[config.mk]
export PLATFORM = sky130hd
export DESIGN_NAME = tick_bcd_display
export DESIGN_NICKNAME = d
export VERILOG_FILES = /design/src/rtl/tick_bcd_display_pkg.sv /design/src/rtl/tick_bcd_display_seg7_decoder.sv /design/src/rtl/tick_bcd_display.sv
export SDC_FILE = /design/constraint.sdc
export NUM_CORES = 1
export LEC_CHECK = 0
export BUFFER_PORTS_ARGS = -buffer_cell sky130_fd_sc_hd__buf_2
export CAP_MARGIN = 40
export CORE_MARGIN = 1.5
export CORE_UTILIZATION = 45
export CTS_CLUSTER_SIZE = 28
export DETAILED_ROUTE_END_ITERATION = 16
export PLACE_DENSITY_LB_ADDON = 0.1
export SLEW_MARGIN = 20
export SYNTH_ARGS = -nofsm -noshare
export SYNTH_HDL_FRONTEND = slang
export SYNTH_SLANG_ARGS = --single-unit
[constraint.sdc]
create_clock -name clock_in -period 2.9 [get_ports clock_in]
set_input_delay 0.435 -clock clock_in [delete_from_list [all_inputs] [get_ports clock_in]]
set_output_delay 0.435 -clock clock_in [all_outputs]
set_load 0.05 [all_outputs]
[src/rtl/tick_bcd_display_pkg.sv]
// tick_bcd_display_pkg: shared digit type and active-low 7-segment patterns
// Bit order of every SEG_* pattern is {g,f,e,d,c,b,a}; 0 lights a segment.
package tick_bcd_display_pkg;
   localparam int NUM_DIGITS = 4;
   typedef logic [3:0] bcd_t;
   localparam logic [6:0] SEG_0     = 7'b1000000;
   localparam logic [6:0] SEG_1     = 7'b1111001;
   localparam logic [6:0] SEG_2     = 7'b0100100;
   localparam logic [6:0] SEG_3     = 7'b0110000;
   localparam logic [6:0] SEG_4     = 7'b0011001;
   localparam logic [6:0] SEG_5     = 7'b0010010;
   localparam logic [6:0] SEG_6     = 7'b0000010;
   localparam logic [6:0] SEG_7     = 7'b1111000;
   localparam logic [6:0] SEG_8     = 7'b0000000;
   localparam logic [6:0] SEG_9     = 7'b0010000;
   localparam logic [6:0] SEG_BLANK = 7'b1111111;
endpackage

[src/rtl/tick_bcd_display_seg7_decoder.sv]
// seg7_decoder: combinational BCD digit to active-low 7-segment lookup
// Ports: digit - BCD input; seg - active-low {g,f,e,d,c,b,a}, blank for non-BCD codes
module seg7_decoder
   import tick_bcd_display_pkg::*;
(
   input  bcd_t       digit,
   output logic [6:0] seg
);
   always_comb begin
      case (digit)
         4'd0:    seg = SEG_0;
         4'd1:    seg = SEG_1;
         4'd2:    seg = SEG_2;
         4'd3:    seg = SEG_3;
         4'd4:    seg = SEG_4;
         4'd5:    seg = SEG_5;
         4'd6:    seg = SEG_6;
         4'd7:    seg = SEG_7;
         4'd8:    seg = SEG_8;
         4'd9:    seg = SEG_9;
         default: seg = SEG_BLANK;
      endcase
   end
endmodule

[src/rtl/tick_bcd_display.sv]
// tick_bcd_display: tick-driven 4-digit BCD up/down counter with multiplexed 7-segment output
// Ports: clock_in/reset_n (sync, active low); tick_in is a slow wave used only as an enable;
// enable/up_down/clear control counting; count_bcd {d3,d2,d1,d0}; wrap pulses on rollover;
// seg (active-low gfedcba) and an (active-low digit select) drive the display.
module tick_bcd_display
   import tick_bcd_display_pkg::*;
#(
   parameter int SCAN_DIV = 100000,
   parameter int SCAN_W   = 17
) (
   input  logic              clock_in,
   input  logic              reset_n,
   input  logic              tick_in,
   input  logic              enable,
   input  logic              up_down,
   input  logic              clear,
   output logic [15:0]       count_bcd,
   output logic              wrap,
   output logic [6:0]        seg,
   output logic [3:0]        an
);
   logic              tick_q;
   logic [15:0]       count_q, count_d, inc_v, dec_v;
   logic              wrap_q, wrap_d;
   logic [SCAN_W-1:0] scan_q, scan_d;
   logic [1:0]        idx_q, idx_d;
   logic [3:0]        an_q, an_d;
   logic [6:0]        seg_q, seg_d;
   logic              step, cy, bw, term;
   bcd_t              d;

   seg7_decoder u_dec (.digit(count_q[{idx_q, 2'b00} +: 4]), .seg(seg_d));

   // Ripple carry/borrow: cy/bw stay set only while every lower digit was 9/0,
   // so after the loop they also flag the full-range wrap.
   always_comb begin
      inc_v = count_q;
      dec_v = count_q;
      cy    = 1'b1;
      bw    = 1'b1;
      d     = '0;
      for (int i = 0; i < NUM_DIGITS; i++) begin
         d            = count_q[4*i +: 4];
         inc_v[4*i +: 4] = cy ? ((d == 4'd9) ? 4'd0 : d + 4'd1) : d;
         dec_v[4*i +: 4] = bw ? ((d == 4'd0) ? 4'd9 : d - 4'd1) : d;
         cy           = cy & (d == 4'd9);
         bw           = bw & (d == 4'd0);
      end
   end

   always_comb begin
      step    = tick_in & ~tick_q;
      count_d = clear ? 16'h0000 : (step & enable) ? (up_down ? inc_v : dec_v) : count_q;
      wrap_d  = ~clear & step & enable & (up_down ? cy : bw);
      term    = (scan_q == SCAN_W'(SCAN_DIV - 1));
      scan_d  = term ? '0 : scan_q + SCAN_W'(1);
      idx_d   = term ? idx_q + 2'd1 : idx_q;
      an_d    = ~(4'b0001 << idx_q);
   end

   // tick_q resets high so a tick_in already high at release is not an edge.
   always_ff @(posedge clock_in) begin
      if (!reset_n) begin
         tick_q  <= 1'b1;
         count_q <= 16'h0000;
         wrap_q  <= 1'b0;
         scan_q  <= '0;
         idx_q   <= 2'd0;
         an_q    <= 4'b1110;
         seg_q   <= SEG_0;
      end else begin
         tick_q  <= tick_in;
         count_q <= count_d;
         wrap_q  <= wrap_d;
         scan_q  <= scan_d;
         idx_q   <= idx_d;
         an_q    <= an_d;
         seg_q   <= seg_d;
      end
   end

   assign count_bcd = count_q;
   assign wrap      = wrap_q;
   assign seg       = seg_q;
   assign an        = an_q;
endmodule

==> results.md, run 1 <==
Place:
- The last weighted congestion value of the routability-driven placer is 0.846.
- After legalization and detailed placement, the total HPWL measured 3940 um.
- Input and output buffers added on the ports amount to 33.
- In this run the cell area measured after placement is slightly below 3000 sq um.

Global route:
- The number of global-route vias before repair was around 2100.
- The global-route wire length before repair is around 9600 um.
- In the global route stage, overall resource usage came out at between 10% and 20%.
- Entering global routing, the biggest net connects 34 pins.
- The initial antenna violation count is 0.
- The final global-route overflow total is 0.

Floorplan:
- The horizontal extent of the die is 80.4 um.
- Row generation in the floorplan step produced 28 rows.
- The placeable core area is between 5000 and 6000 sq um.
- Measured along the y axis, the die boundary spans ~80 um.
- Once the floorplan was initialized, standard cells occupied between 40% and 50% of the core.
- The area of the die is between 6000 and 7000 sq um.
- The I/O pin count is 34.

Critical path:
- The worst setup path is captured at a flip-flop.
- Along the worst path, the maximum fanout reaches 15.
- The startpoint type of the worst setup path is a flip-flop.
- The arrival time at the worst endpoint is ~2600 ps.
- The most critical setup path has its endpoint at count_bcd[15]$_SDFFE_PP0P_.
- The start of the worst register-to-register path is count_bcd[0]$_SDFFE_PP0P_.
- The origin of the worst setup path is count_bcd[0]$_SDFFE_PP0P_.
- In this run the critical register-to-register path is captured at count_bcd[15]$_SDFFE_PP0P_.
- The worst-case register-to-register setup slack is 520 ps.
- The worst setup path category is reg -> reg.
- Data on the critical path is required at its endpoint by between 3000 and 4000 ps.
- For the worst flop-to-flop path, the logic depth is 4.

STA:
- The final-layout setup total negative slack is 0 ps.
- The final critical path takes up 82.2% of the cycle.
- Hold is met by between 300 and 400 ps.
- The final critical delay including setup and external delays is 2380 ps.
- The hold violation total from the final report is 0.
- The worst-case headroom to the max-slew limit is 55.1%.
- Setup repair after global routing left no endpoint under its margin.
- The setup clock skew after layout is 6.78 ps.
- The slew at the pin closest to its max-slew limit is around 670 ps.
- Setup violations remaining at the end of the flow were counted as 0.
- The number of pins exceeding their max-slew limit in the final report is 0.
- Timing would allow up to between 400 and 500 MHz.

Route:
- After detailed routing, the average wire length per cell comes to between 10 and 15 um.
- Wire segments on met2 add up to 2650 um in the final route.
- The final layout contains routed wiring with a total length of between 5000 and 6000 um.
- The number of design rule violations left after detail routing is 0.
- The detail route stage leaves a number of antenna-violating nets equal to 0.
- The highest layer used for signal routing is met4.
- After detailed routing, the wire length on met1 is ~2900 um.
- Summing over every cut layer, the via total after detailed routing is ~2300.
- The first detailed-routing pass took 4 iterations.
- The first routing iteration left 120 violations.
- The routed design uses about 170 um of met3 wire.
- After detailed routing, the number of vias per cell comes to around 5.6.

Clocking:
- The clock root buffer master is clkbuf_8.
- TritonCTS built the clock tree.
- The clock input transition at the sequential cells of the worst setup and hold paths is 90 ps.
- The clock drives 48 sinks.
- The buffer levels on the longest clock path is 2.
- The count of cells resized by post-cts repair is 0.
- The number of post-CTS setup repair buffers is 0.
- The number of clock buffers added by TritonCTS is 5.
- At the later pin of the worst-skew pair, clock insertion delay measures ~300 ps.
- The number of hold-repair buffers added at the cts stage is 0.
- The H-tree was split into 2 levels.

Synth:
- Synthesis instantiated 57 different standard cells from the library.
- The number of flops mapped to enable cells by yosys is 0.
- The number of instances in the synthesized netlist is ~320.
- The total number of yosys warnings is 0.
- The average instance in the mapped netlist occupies around 8.4 sq um.
- In the synthesized netlist the dominant register cell turns out to be dfxtp_1.
- The area of the mapped netlist is approximately 2700 sq um.
- The post-synthesis sequential area ratio is 35.6%.
- The register bit count reported by yosys is between 40 and 50.
- After synthesis, the share of flip-flops with an asynchronous set or reset is 0%.
- When the netlist entered floorplanning its net count stood at approximately 340.

Final layout:
- The layout overhead on the synthesized area is 10.7%.
- Once layout is done, the placed cells without fillers occupy between 2000 and 3000 sq um.
- Leaving out fill and tap cells, the most frequent cell in the layout is dfxtp_1.
- Leaving out fill and tap cells, the most frequent cells in the layout are dfxtp_1 (48), nor2_1 (34), buf_2 (33), a21oi_1 (20), nand2_1 (18).
- The number of antenna repair diodes is 0.
- The final net count is approximately 360.
- The ratio of cells with drive above 1 in the final layout is between 15 and 20%.

Power and ir drop:
- The completed layout was analyzed and its total power is about 1.2 mW.
- Summed over all cells, the static leakage comes to ~1.1 nW.
- The worst-case IR drop observed on VDD is 0.000200 V.
- The power per cell area is 392 nW/um^2.

Run status:
- The flow ran to the end, and the final reports show no timing, DRC or antenna violations.

Worst hold path:
- The kind of path behind the tightest hold check is in -> reg.

Flow run:
- Across the run, the number of max-cap violations was 0.
-- routing by layer --
metal	global-route usage (%)	vias to the layer above
li1	-	1209
met1	25.1	1092
met2	30.1	29
met3	2.73	2
met4	6.90	0
met5	0	-
-- through the flow --
| step | setup WS, ps | utilization, % | std cells |
|---|---|---|---|
| 3_5_place_dp | 439 | 49.4 | 411 |
| 5_1_grt | 386 | 51.0 | 419 |
| 6_report | 518 | 51.0 | 419 |
| 4_1_cts | 508 | 51.0 | 419 |
| 2_1_floorplan | 566 | - | 322 |
| 3_3_place_gp | 488 | 49.4 | 411 |
-- critical path: stages, from the launching register on --
cell and delay, ps:
dfxtp_1 420, or3_4 430, a2111o_1 630, or3_4 480
o41ai_1 310
-- worst min path at each step --
stage	startpoint	endpoint	cells after the start
after floorplan	scan_q[0]$_SDFF_PP0_	scan_q[0]$_SDFF_PP0_	1
after global placement	scan_q[0]$_SDFF_PP0_	scan_q[0]$_SDFF_PP0_	1
after detailed placement	scan_q[0]$_SDFF_PP0_	scan_q[0]$_SDFF_PP0_	1
after CTS	tick_in	tick_q$_SDFF_PN1_	2
after global routing	tick_in	tick_q$_SDFF_PN1_	2
final	tick_in	tick_q$_SDFF_PN1_	2
-- kinds of logic (layout without fill, tap and decap cells) --
group	Yosys count	count (layout)	synth area share, %
compound gates	76	76	18.2
fa+ha+maj	10	10	4.64
simple gates	129	129	26.0
mux	7	7	4.50
buf+inv	33	55	4.91
xor+xnor	19	19	6.17
flops	48	48	35.6
-- layout make-up --
cell class | count | area, sq um
clock buffers | 6 | 82.6
multi-input cells | 241 | 1610
well taps | 75 | 93.8
flip-flops and latches | 48 | 961
clock inverters | 2 | 15.0
fillers | 542 | 2860
repair buffers | 36 | 188
inverters | 11 | 41.3
-- synthesized netlist by cell type (2+ instances only) --
master	n	area, sq um
inv_1	11	41.3
nor3_1	6	30.0
and2_1	4	25.0
or4_1	2	15.0
dfxtp_1	48	961
a21oi_1	20	100
nand2b_1	4	25.0
a21o_1	3	22.5
nor4_1	4	25.0
nor4bb_1	2	20.0
xnor2_1	11	96.3
o41ai_1	2	17.5
o21ai_1	8	40.0
or3_4	2	22.5
or2_2	2	12.5
o21ai_0	13	65.1
a311oi_1	2	17.5
nor2b_1	7	43.8
mux4_2	4	90.1
or4b_2	2	20.0
and3_1	5	31.3
nand2_1	18	67.6
nand3_1	13	65.1
nor2_1	34	128
mux2i_1	2	20.0
and4b_1	2	20.0
nand4_1	7	43.8
xor2_1	8	70.1
o22ai_1	6	37.5
nand4b_1	2	17.5
o221a_2	2	22.5
clkbuf_1	20	75.1
ha_1	10	125
a211o_1	2	17.5
a31oi_1	4	25.0
or3_1	8	50.1
and4_1	2	17.5
-- sequential cells by signal, summed over array words and instances, names as in the netlist --
register,count
count_bcd,16
seg,7
scan_q,17
an,4
idx_q,2
wrap,1
tick_q,1
-- where the power goes --
| group | internal, mW | switching [mW] |
|---|---|---|
| combinational | 0.0248 | 0.0462 |
| sequential | 0.664 | 0.00728 |
| clock | 0.194 | 0.235 |
| total | 0.883 | 0.289 |
Power figures use the tool's default switching activity.
==> run 2, diff against run 1 <==
--- a/config.mk
+++ b/config.mk
@@ -5,6 +5,7 @@
 export SDC_FILE = /design/constraint.sdc
 export NUM_CORES = 1
 export LEC_CHECK = 0
+export ABC_AREA = 1
 export BUFFER_PORTS_ARGS = -buffer_cell sky130_fd_sc_hd__buf_2
 export CAP_MARGIN = 40
 export CORE_MARGIN = 1.5
==> constraint.sdc (replaced) <==
create_clock -name clock_in -period 2.2 [get_ports clock_in]
set_input_delay 0.33 -clock clock_in [delete_from_list [all_inputs] [get_ports clock_in]]
set_output_delay 0.33 -clock clock_in [all_outputs]
set_load 0.05 [all_outputs]
==> results.md, run 2 <==
Worst hold path:
- The cell depth of the worst min-delay path came to 2 (unchanged).
- The launch point of the worst hold path is tick_in.
- In this run the worst hold path is classified as in -> reg.
- The sink of the worst hold path is tick_q$_SDFF_PN1_.

Route:
- The number of design rule violations left after detail routing is 0 (unchanged).
- The detailed-router iteration count before antenna repair is 4 (unchanged).
- The detailed-route via count was 2543 (+9.0%).
- The post-detailed-routing wire length was 5910 um (+3.4%).
- The number of DRC markers after the initial detailed-route iteration is 109 (-9.2%).
- The wire length per cell after detailed routing is 11.4 um (-16%).
- The detail-routed via count per cell is 4.92 (-12%).
- The number of nets still failing antenna checks after routing was 0 (unchanged).

Final layout:
- The final standard cell count with taps included and fillers excluded came to 517 (+23%).
- The sequential cell area in the final layout is 961 sq um (unchanged).
- In the layout the commonest cells are nand2_1 (80), nor2_1 (57), inv_1 (50), dfxtp_1 (48), a21oi_1 (38).
- The multi-input combinational cell area is 1530 sq um (-4.8%).
- The number of antenna repair diodes is 0 (unchanged).
- Leaving out fill and tap cells, the most frequent cell in the layout is nand2_1.
- The count of fill cells added during filler insertion came to 602 (+11%).
- The layout overhead on the synthesized area is 12.5%.
- Counting flops per register, the top entry is scan_q.
- The ratio of cells with drive above 1 in the final layout is 14.3% (-2.6 points).
- The final net count was 457 (+27%).
- The number of flip-flops under the largest register name is 17 (unchanged).

Clocking:
- The number of post-CTS setup repair buffers is 0 (unchanged).
- The H-tree depth came to 2 (unchanged).
- The buffer levels on the longest clock path was 2 (unchanged).
- The clock network latency to the later pin of the worst-skew pair is 300 ps (about the same).
- The clock input transition at the sequential cells of the worst setup and hold paths is 90 ps (about the same).
- The TritonCTS buffer count is 5 (unchanged).
- The clock sink count was 48 (unchanged).
- The number of hold-repair buffers added at the cts stage is 0 (unchanged).
- The TritonCTS clock tree is yes.
- The cell sitting at the root of the clock tree is a clkbuf_8.
- The count of cells resized by post-cts repair is 0 (unchanged).

Synth:
- The area of the mapped netlist is 2730 sq um (+1.1%).
- The total number of yosys warnings came to 0 (unchanged).
- The share of the synthesized area in the top cell type is 35.2% (-0.38 points).
- The register bit count reported by yosys came to 48 (unchanged).
- The number of flops mapped to enable cells by yosys came to 0 (unchanged).
- The dominant cell type by area after synthesis is dfxtp_1.
- The post-synthesis sequential area ratio is 35.2% (-0.38 points).
- In the synthesized netlist the dominant register cell turns out to be dfxtp_1.
- The main combinational cell family by area after synthesis is simple AND/OR/NAND/NOR gates.
- The number of instances in the synthesized netlist came to 404 (+25%).
- Yosys attributes the largest share of cell area to dfxtp_1 (35%), nand2_1 (11%), nor2_1 (7.8%), a21oi_1 (7.0%), inv_1 (6.9%).
- The fraction of synthesis flops using an asynchronous set or reset pin is 0% (unchanged).
- The adder and majority gate portion of the synthesized area was 4.59% (-0.049 points).
- The simple-gate area share of the yosys netlist was 31.2% (+5.2 points).
- The most repeated cell in the gate-level netlist after synthesis is nand2_1.
- The xor and xnor area share after synthesis is 3.53% (-2.6 points).
- The number of distinct library cell variants in the gate-level netlist after synthesis came to 28 (-51%).
- The multiplexer fraction of the synthesized cell area came to 0% (-4.5 points).
- The post-synthesis net count is 420 (+24%).
- The compound-cell area share of the yosys netlist is 16.7% (-1.5 points).
- The average cell area after synthesis is 6.75 sq um (-19%).
- Sorting the synthesized cells by how often they occur yields nand2_1 (80), nor2_1 (57), inv_1 (50).

Global route:
- The maximum number of pins on one net before global-route repair is 19 (-44%).
- The number of global-route vias before repair is 2284 (+11%).
- The initial antenna violation count is 0 (unchanged).
- The final global-route overflow total is 0 (unchanged).
- The global-route wire length before repair came to 10400 um (+8.5%).
- The total global routing track utilization is 20.1% (+1.5 points).

STA:
- The final setup slack of the worst path came to 334 ps (-183 ps).
- The slew at the pin closest to its max-slew limit came to 472 ps (-201 ps).
- The worst-case headroom to the max-slew limit is 68.5% (+13 points).
- The number of setup violations in the final report is 0 (unchanged).
- Setup repair after global routing left no endpoint under its margin.
- The setup clock skew after layout is 3.82 ps (-2.95 ps).
- The final critical delay including setup and external delays is 1870 ps (-517 ps).
- The share of the clock period used by the worst path was 84.8% (+2.7 points).
- The maximum clock rate came to 536 MHz (+28%).
- The number of pins exceeding their max-slew limit in the final report is 0 (unchanged).
- The hold violation total from the final report was 0 (unchanged).
- The final-layout setup total negative slack came to 0 ps (unchanged).

Floorplan:
- The starting density of the core is 46.3% (+0.21 points).
- The area of the die is 6540 sq um (+1.0%).
- The number of rows created at floorplan was 28 (unchanged).
- The horizontal extent of the die is 80.9 um (+0.51%).
- The I/O pin count is 34 (unchanged).
- The placeable core area is 5890 sq um (+0.60%).
- The vertical die dimension is 80.9 um (+0.51%).

Critical path:
- The required time of the critical path is 2390 ps (-710 ps).
- The startpoint type of the worst setup path is a flip-flop.
- The worst setup path category is reg -> reg.
- The largest fanout of any net on the critical path came to 15 (unchanged).
- The depth of the most critical reg-to-reg path is 9 (+5).
- The delay of the slowest cell on the worst path came to 620 ps (about the same).
- In this run the critical register-to-register path is captured at seg[3]$_SDFF_PN0_.
- The arrival time at the worst endpoint came to 2060 ps (-520 ps).
- The worst-case register-to-register setup slack is 330 ps (-180 ps).
- In this run the worst setup path begins at idx_q[0]$_SDFFE_PN0N_.
- The slowest cell on the critical path is dfxtp_1.
- The worst register-to-register path begins at idx_q[0]$_SDFFE_PN0N_.
- The critical path goes through inv_2, nand2_1, o211ai_1, nand2_1, inv_1, ha_1, nand3_1, nand3_1, a21oi_1.
- The number of buffer and inverter instances along the worst setup path is 2 (+2).
- The type of element capturing the critical path is a flip-flop.
- Grouping stages by cell kind, the critical path spends the most delay in flip-flops.

Place:
- The last weighted congestion value of the routability-driven placer was 0.852 (+0.74%).
- The number of port buffers is 33 (unchanged).
- The HPWL after detailed placement is 4300 um (+9.3%).
- The setup slack after placement was 365 ps (-73.6 ps).
- The cell count after placement came to 509 (+24%).

Flow run:
- The max-cap violation count is 0 (unchanged).

Power and ir drop:
- The leakage power summed over all cells is 1.39 nW (+28%).
- The total power of the final layout is 1.55 mW (+32%).
- The largest voltage drop on the vdd net is 0.000249 V (+24%).
- The power per cell area came to 506 nW/um^2 (+29%).

Run status:
- The run finished with clean final reports.
==> run 2: cell types whose count changed after synthesis, moves of 16 or more <==
cell / change
nand2_1: +62
inv_1: +39
o21ai_0: +24
nor2_1: +23
clkbuf_1: -20
a21oi_1: +18
nand3_1: +16
==> run 2: per-stage QoR <==
stage	instance area, sq um	hold slack (ps)	util [%]
finish	3070	223	52.1
detailed placement	2970	441	50.5
global placement	2970	435	50.5
floorplan	2730	418	-
global route	3070	216	52.1
CTS	3070	217	52.1
==> run 2: cell families (layout without fill, tap and decap cells) <==
kind of cell / after synthesis / in the layout
buf+inv: 59 / 97
flops: 48 / 48
simple gates: 192 / 192
fa+ha+maj: 10 / 10
compound gates: 84 / 84
xor+xnor: 11 / 11
==> run 2: layout make-up <==
type | instances | share of cell area (%)
flip-flops and latches | 48 | 31.3
clock buffers | 7 | 2.81
multi-input cells | 297 | 49.8
clock inverters | 1 | 0.245
repair buffers | 37 | 6.36
well taps | 75 | 3.06
inverters | 52 | 6.36
==> run 2: worst max-delay path by stage <==
stage | endpoint | depth (start not counted)
2_1_floorplan | seg[3]$_SDFF_PN0_ | 9
3_3_place_gp | seg[6]$_SDFF_PN1_ | 9
3_5_place_dp | seg[6]$_SDFF_PN1_ | 9
4_1_cts | seg[6]$_SDFF_PN1_ | 9
5_1_grt | seg[6]$_SDFF_PN1_ | 9
6_report | seg[3]$_SDFF_PN0_ | 9
==> run 2: where the power goes <==
group          internal [mW]  switching, mW
Sequential             0.878        0.00799
Clock                  0.256          0.298
Combinational         0.0338         0.0782
==> run 2: per-layer routing <==
layer	wire [um]	track usage, %
met5	0	0
met4	71	6.03
met3	223	3.93
met2	2480	30.5
met1	3130	28.7
